--- src/rtl/vga_spi_line_fetch.sv ---
// rtl/vga_spi_line_fetch.sv - per-scanline SPI ROM reader feeding a double-banked line buffer
//
// Purpose:
//   Once per displayed line, when hpos reaches H_TRIGGER, reads BYTES_PER_LINE bytes
//   for the NEXT line from an SPI flash (READ 0x03, 24-bit address, mode 0, clk/2) and
//   writes them into the bank selected by the LSB of that line number. This block is
//   the only master on the SPI bus; the pixel path reads the opposite bank.
//
// Ports:
//   clk        pixel clock
//   reset      synchronous, active-high reset
//   hpos/vpos  raster position from vga_sync
//   spi_miso   ROM serial data out
//   spi_cs_n   ROM chip select (active low)
//   spi_sclk   SPI clock, idles low
//   spi_mosi   command/address bits, MSB first; 0 during data
//   buf_we     one-cycle line-buffer write strobe
//   buf_sel    bank being written (LSB of fetched line)
//   buf_addr   byte index within the line
//   buf_data   assembled byte, MSB first
//   busy       high from the trigger edge through the DONE cycle
//   line_done  one-cycle pulse after the last byte is written
//   overrun    one-cycle pulse when a trigger arrives while busy

module vga_spi_line_fetch #(
  parameter int unsigned H_TRIGGER      = 640,
  parameter int unsigned V_VIEW         = 480,
  parameter int unsigned V_MAX          = 524,
  parameter int unsigned BYTES_PER_LINE = 16,
  parameter logic [23:0] BASE_ADDR      = 24'h000000,
  parameter int unsigned BUF_AW         = 4
) (
  input  logic              clk,
  input  logic              reset,
  input  logic [9:0]        hpos,
  input  logic [9:0]        vpos,
  input  logic              spi_miso,
  output logic              spi_cs_n,
  output logic              spi_sclk,
  output logic              spi_mosi,
  output logic              buf_we,
  output logic              buf_sel,
  output logic [BUF_AW-1:0] buf_addr,
  output logic [7:0]        buf_data,
  output logic              busy,
  output logic              line_done,
  output logic              overrun
);

  typedef enum logic [2:0] {
    S_IDLE,
    S_CMD,
    S_ADDR,
    S_DATA,
    S_DONE
  } state_t;

  localparam logic [BUF_AW-1:0] LAST_BYTE = BUF_AW'(BYTES_PER_LINE - 1);

  state_t state_q, state_d;

  logic              cs_n_q, cs_n_d;
  logic              sclk_q, sclk_d;
  logic              mosi_q, mosi_d;
  logic              we_q, we_d;
  logic              sel_q, sel_d;
  logic [BUF_AW-1:0] addr_q, addr_d;
  logic [7:0]        data_q, data_d;
  logic              busy_q, busy_d;
  logic              done_q, done_d;
  logic              ovr_q, ovr_d;
  logic [5:0]        bit_cnt_q, bit_cnt_d;    // CMD/ADDR bit index 0..31
  logic [2:0]        dbit_cnt_q, dbit_cnt_d;  // bit index within current data byte
  logic [BUF_AW-1:0] byte_cnt_q, byte_cnt_d;  // saturates at LAST_BYTE
  logic [30:0]       shift_q, shift_d;        // command/address bits not yet on mosi
  logic [6:0]        rx_q, rx_d;              // first seven bits of the byte being received

  // Line number is one bit wider than vpos so vpos+1 can never wrap back into range.
  logic [10:0] fetch_line;
  logic        trigger;
  logic [23:0] rom_addr;
  logic [31:0] cmd_word;

  assign fetch_line = (vpos == 10'(V_MAX)) ? 11'd0 : ({1'b0, vpos} + 11'd1);
  assign trigger    = (hpos == 10'(H_TRIGGER)) && (fetch_line < 11'(V_VIEW));
  assign rom_addr   = BASE_ADDR + 24'(fetch_line) * 24'(BYTES_PER_LINE);
  assign cmd_word   = {8'h03, rom_addr};

  // sclk_q doubles as the bit phase: low means the next edge raises sclk,
  // high means the next edge completes a bit.
  logic bit_edge;
  assign bit_edge = sclk_q;

  // State register and all datapath registers.
  always_ff @(posedge clk) begin
    if (reset) begin
      state_q    <= S_IDLE;
      cs_n_q     <= 1'b1;
      sclk_q     <= 1'b0;
      mosi_q     <= 1'b0;
      we_q       <= 1'b0;
      sel_q      <= 1'b0;
      addr_q     <= '0;
      data_q     <= 8'h00;
      busy_q     <= 1'b0;
      done_q     <= 1'b0;
      ovr_q      <= 1'b0;
      bit_cnt_q  <= 6'd0;
      dbit_cnt_q <= 3'd0;
      byte_cnt_q <= '0;
      shift_q    <= 31'd0;
      rx_q       <= 7'd0;
    end else begin
      state_q    <= state_d;
      cs_n_q     <= cs_n_d;
      sclk_q     <= sclk_d;
      mosi_q     <= mosi_d;
      we_q       <= we_d;
      sel_q      <= sel_d;
      addr_q     <= addr_d;
      data_q     <= data_d;
      busy_q     <= busy_d;
      done_q     <= done_d;
      ovr_q      <= ovr_d;
      bit_cnt_q  <= bit_cnt_d;
      dbit_cnt_q <= dbit_cnt_d;
      byte_cnt_q <= byte_cnt_d;
      shift_q    <= shift_d;
      rx_q       <= rx_d;
    end
  end

  // Next-state logic.
  always_comb begin
    state_d = state_q;
    case (state_q)
      S_IDLE: if (trigger) state_d = S_CMD;
      S_CMD:  if (bit_edge && bit_cnt_q == 6'd7) state_d = S_ADDR;
      S_ADDR: if (bit_edge && bit_cnt_q == 6'd31) state_d = S_DATA;
      S_DATA: if (bit_edge && dbit_cnt_q == 3'd7 && byte_cnt_q == LAST_BYTE) state_d = S_DONE;
      S_DONE: state_d = S_IDLE;
      default: state_d = S_IDLE;
    endcase
  end

  // Output and datapath next values.
  always_comb begin
    cs_n_d     = cs_n_q;
    sclk_d     = sclk_q;
    mosi_d     = mosi_q;
    we_d       = 1'b0;
    sel_d      = sel_q;
    addr_d     = addr_q;
    data_d     = data_q;
    busy_d     = busy_q;
    done_d     = 1'b0;
    ovr_d      = trigger && (state_q != S_IDLE);
    bit_cnt_d  = bit_cnt_q;
    dbit_cnt_d = dbit_cnt_q;
    byte_cnt_d = byte_cnt_q;
    shift_d    = shift_q;
    rx_d       = rx_q;
    case (state_q)
      S_IDLE: begin
        if (trigger) begin
          cs_n_d     = 1'b0;
          sclk_d     = 1'b0;
          mosi_d     = cmd_word[31];
          shift_d    = cmd_word[30:0];
          sel_d      = fetch_line[0];
          busy_d     = 1'b1;
          bit_cnt_d  = 6'd0;
          dbit_cnt_d = 3'd0;
          byte_cnt_d = '0;
        end
      end
      S_CMD, S_ADDR: begin
        if (!bit_edge) begin
          sclk_d = 1'b1;
        end else begin
          sclk_d    = 1'b0;
          bit_cnt_d = bit_cnt_q + 6'd1;
          if (bit_cnt_q == 6'd31) begin
            mosi_d = 1'b0;
          end else begin
            mosi_d  = shift_q[30];
            shift_d = {shift_q[29:0], 1'b0};
          end
        end
      end
      S_DATA: begin
        if (!bit_edge) begin
          sclk_d = 1'b1;
        end else begin
          sclk_d     = 1'b0;
          rx_d       = {rx_q[5:0], spi_miso};
          dbit_cnt_d = dbit_cnt_q + 3'd1;
          if (dbit_cnt_q == 3'd7) begin
            we_d   = 1'b1;
            addr_d = byte_cnt_q;
            data_d = {rx_q, spi_miso};
            if (byte_cnt_q == LAST_BYTE) begin
              cs_n_d = 1'b1;
            end else begin
              byte_cnt_d = byte_cnt_q + 1'b1;
            end
          end
        end
      end
      S_DONE: begin
        done_d = 1'b1;
        busy_d = 1'b0;
      end
      default: ;
    endcase
  end

  assign spi_cs_n  = cs_n_q;
  assign spi_sclk  = sclk_q;
  assign spi_mosi  = mosi_q;
  assign buf_we    = we_q;
  assign buf_sel   = sel_q;
  assign buf_addr  = addr_q;
  assign buf_data  = data_q;
  assign busy      = busy_q;
  assign line_done = done_q;
  assign overrun   = ovr_q;

endmodule

--- config.mk ---
export PLATFORM = sky130hd
export DESIGN_NAME = vga_spi_line_fetch
export DESIGN_NICKNAME = d
export VERILOG_FILES = /design/src/rtl/vga_spi_line_fetch.sv
export SDC_FILE = /design/constraint.sdc
export NUM_CORES = 1
export LEC_CHECK = 0
export ABC_AREA = 1
export CORE_MARGIN = 8
export CORE_UTILIZATION = 55
export CTS_CLUSTER_DIAMETER = 30
export CTS_CLUSTER_SIZE = 25
export DETAILED_ROUTE_END_ITERATION = 10
export GPL_TIMING_DRIVEN = 0
export PLACE_DENSITY_LB_ADDON = 0.08
export SYNTH_ARGS = -nofsm -noshare
export SYNTH_HDL_FRONTEND = slang
export SYNTH_SLANG_ARGS = --single-unit
export TNS_END_PERCENT = 100
--- constraint.sdc ---
create_clock -name clk -period 2.35 [get_ports clk]
set_input_delay 0.705 -clock clk [delete_from_list [all_inputs] [get_ports clk]]
set_output_delay 0.705 -clock clk [all_outputs]
set_load 0.02 [all_outputs]
==> summary.md <==
| Metric | Value |
|---|---|
| Iter 0 DRT Violations | 164 |
| Register cell area after layout | 1400 um2 |
| Signed area change from the synthesized netlist to the final layout | 27.1% |
| Clock-pin transition on the worst setup and hold timing paths | 0.08 ns |
| Die boundary height | 93.1 um |
| Mux contribution to synthesized area | 0% |
| Combined area of the multi-input logic cells | 1660 um2 |
| Max Clk Rate | 459 MHz |
| Switching part of the total power | 26.1% |
| Type of the worst min-delay path | reg2reg |
| Vias | 3177 |
| Number of global-route vias before repair | 3052 |
| CP Buf/Inv Count | 3 |
| Synth Area in Adders | 2.29% |
| Peak ir drop on the vdd network | 484 uV |
| Maximum clock skew at final layout | 0.0153 ns |
| DR WL/cell | 13.8 um |
| Mapped Cells | 459 |
| Period minus WS final | 2.18 ns |
| Total grt overflow | 0 |
| Area enclosed by the die boundary | 8680 um2 |
| Final core utilization | 71.1% |
| Cell type group with the largest total delay on the critical path | simple AND/OR/NAND/NOR gates |
| Hold Vio Cnt, Final | 0 |
| Net switching power | 683 uW |
| Cells after DPL | 575 |
| Synthesized-area fraction occupied by ao, oa, aoi and oai cells | 19.1% |
| Boundary Pins | 43 |
| Top post-synthesis cells by count | nor2_1 (81), nand2_1 (76), dfxtp_1 (70) |
| Syn. warnings | 0 |
| Die X | 93.1 um |
| Standard cell area after detailed placement | 3780 um2 |
| Share of synthesized area occupied by flip-flops and latches | 42.8% |
| Startpoint type of the worst setup path | primary input |
| WP data required | 2.63 ns |
| Data arrival time of the critical path | 2.46 ns |
| Clock tree buffer depth | 2 |
| Wire length of the first global-routing pass | 14000 um |
| Worst hold slack | 0.463 ns |
| H-tree depth | 3 |
| Crit-path slowest cell | clkdlybuf4s15_1 |
| Non-Filler Instances | 596 |
| P per Cell Area | 629 nW/um2 |
| CP max stage delay | 0.32 ns |
| Post-synthesis share of cell area spent on and, or, nand and nor gates | 26.7% |
| First-pass detailed-route iteration total | 4 |
| Number of rows in the core area | 28 |
| Fraction of synthesis flops using an asynchronous set or reset pin | 0% |
| Worst setup path category | in2reg |
| Dominant cells by area after synthesis | dfxtp_1 (43%), nor2_1 (9.3%), nand2_1 (8.7%) |
| Count of input and output buffers | 41 |
| Final standard cell area without fillers | 4160 um2 |
| Cell internal power dissipation | 1930 uW |
| Gate power share | 13.1% |
| Num CTS Buffers | 9 |
| Final #Nets | 546 |
| Clock Sink Count | 70 |
| Post-synth design cell area | 3270 um2 |
| Gr usage total | 19.7% |
| Syn nets | 488 |
| Number of remaining DRC errors | 0 |
| Average cell area after synthesis | 7.13 um2 |
| RSZ-0062 raised after global routing | false |
| Leading cell type by number of instances after synthesis | nor2_1 |
| Cell at the root of the clock tree | clkbuf_8 |
| Max-slew violation total from the final report | 0 |
| Post-synth top area cell | dfxtp_1 |
| Slew at the pin closest to its max-slew limit | 0.617 ns |
| Max-cap check violation count | 0 |
| Final setup fails | 0 |
| Relative contribution of sequential cells to total power | 46.9% |
| Worst slew margin | 58.9% |
| Register bit count reported by yosys | 70 |
| Crit path max fanout | 9 |
| Proportion of netlist area held by the largest area contributor | 42.8% |
| Final period utilization | 92.8% |
| Kind of end point of the critical path | register |
| Routability-driven placement congestion ratio | 0.861 |
| Status | finished, final reports clean |
| Sum of routed wire length over all layers | 8210 um |
| Area of the core region | 5850 um2 |
| Maximum number of pins on one net before global-route repair | 13 |
| Flip-flop cell with the highest count after synthesis | dfxtp_1 |
| Fill cell count | 466 |
| Layout cell share with drive strength beyond 1 | 10.4% |
| Count of flip-flops with a built-in enable after synthesis | 0 |
| Count of distinct cell types in the synthesized netlist | 29 |
| Effective utilization at floorplan | 55.9% |
| Total power | 2610 uW |
| Lkg Pwr | 0.00172 uW |
| Dominant combinational cell family by area after synthesis | simple AND/OR/NAND/NOR gates |
| Clock latency at the later pin of the worst-skew pair | 0.35 ns |
| Area share of xor/xnor cells in the synthesized design | 0.535% |
| Initial antenna violation count | 0 |
| Proportion of power drawn by the clock network | 40.0% |
| Vias per std cell | 5.33 |
| Post-DP HPWL | 5720 um |
| TritonCTS clock tree | built |
| Number of inserted diodes | 0 |
| Post-detailed-route count of antenna-violating nets | 0 |
| Crit-path cells | clkdlybuf4s15_1, nand3_4, nor2_4, nand2_1, nand2_1, nor2_1, nor2_2, nand3_4, buf_8, nand2_8, buf_8, nand3_1, a21oi_2 |
-- final cells by class --
cell class              instances  share of cell area (%)
inverters                      39                    3.52
multi-input cells             326                    39.9
flip-flops and latches         70                    33.7
clock buffers                  10                    3.07
clock inverters                 5                    2.02
plain buffers                  24                    3.61
repair buffers                 47                    12.0
well taps                      75                    2.26
-- cell usage in the layout, fill, tap and decap left out, drive strengths merged, types with 5 or more instances in the layout --
| cell | count |
|---|---|
| o211ai | 18 |
| inv | 39 |
| nor3 | 7 |
| buf | 18 |
| nand2 | 77 |
| a21oi | 46 |
| dlymetal6s2s | 5 |
| clkdlybuf4s50 | 31 |
| dfxtp | 70 |
| clkbuf | 23 |
| o21ai | 40 |
| ha | 6 |
| nor2 | 84 |
| nand3 | 36 |
-- final timing paths --
path | cells after the start | to | slack [ns] | start
worst max-delay path | 13 | shift_q[4]$_SDFFE_PP0P_ | 0.17 | vpos[4]
worst min-delay path | 2 | buf_sel$_SDFFE_PP0P_ | 0.46 | buf_sel$_SDFFE_PP0P_
worst max register to register | 7 | buf_data[5]$_SDFFE_PP0P_ | 0.28 | state_q[2]$_SDFFE_PP0P_
worst min register to register | 2 | buf_sel$_SDFFE_PP0P_ | 0.46 | buf_sel$_SDFFE_PP0P_
-- per-stage QoR --
step	setup WS, ns	TNS, ns
floorplan	0.266	0
global placement	-0.581	-21.73
detailed placement	-0.621	-23.43
CTS	0.0151	0
global route	0.0319	0
finish	0.169	0
-- layer usage --
metal  vias to the layer above  track usage (%)  wire (um)
met5                         -                0          0
met4                         0             6.31        116
met3                        11             5.45        364
met2                        60             34.6       3960
met1                      1471             22.5       3770
li1                       1635                -          -
-- cells by family after synthesis --
logic type / count (synthesis)
AO/OA/AOI/OAI: 111
XOR/XNOR: 2
adder cells (fa/ha/maj): 6
buffers and inverters: 63
flip-flops: 70
AND/OR/NAND/NOR: 207
-- flip-flops by register name, indices dropped and copies added (netlist names) --
register / count
bit_cnt_q: 6
buf_we: 1
overrun: 1
buf_sel: 1
busy: 1
spi_mosi: 1
spi_cs_n: 1
dbit_cnt_q: 3
buf_data: 8
state_q: 3
line_done: 1
buf_addr: 4
shift_q: 27
rx_q: 7
spi_sclk: 1
byte_cnt_q: 4
-- power by group through the flow --
| stage | sequential (uW) | clock (uW) | combinational (uW) |
|---|---|---|---|
| 3_3_place_gp | 1250 | 0 | 319 |
| 3_5_place_dp | 1250 | 0 | 325 |
| 6_report | 1230 | 1050 | 342 |
| 5_1_grt | 1230 | 1110 | 384 |
| 2_1_floorplan | 1260 | 0 | 203 |
| 4_1_cts | 1230 | 1060 | 332 |
-- worst min-delay path, cell delays in order, from the launching register on --
cell and delay, ns:
dfxtp_1 0.32, inv_1 0.05, a21oi_1 0.05
-- repair_timing --
| item | CTS | global route |
|---|---|---|
| setup endpoints to repair | 43 | 45 |
| pin swaps | 2 | 5 |
| buffers inserted | 3 | 1 |
| cloned | 1 | 1 |
| hold buffers | 0 | 0 |
| gates resized for setup | 18 | 19 |
(Power assumes the default switching activity.)
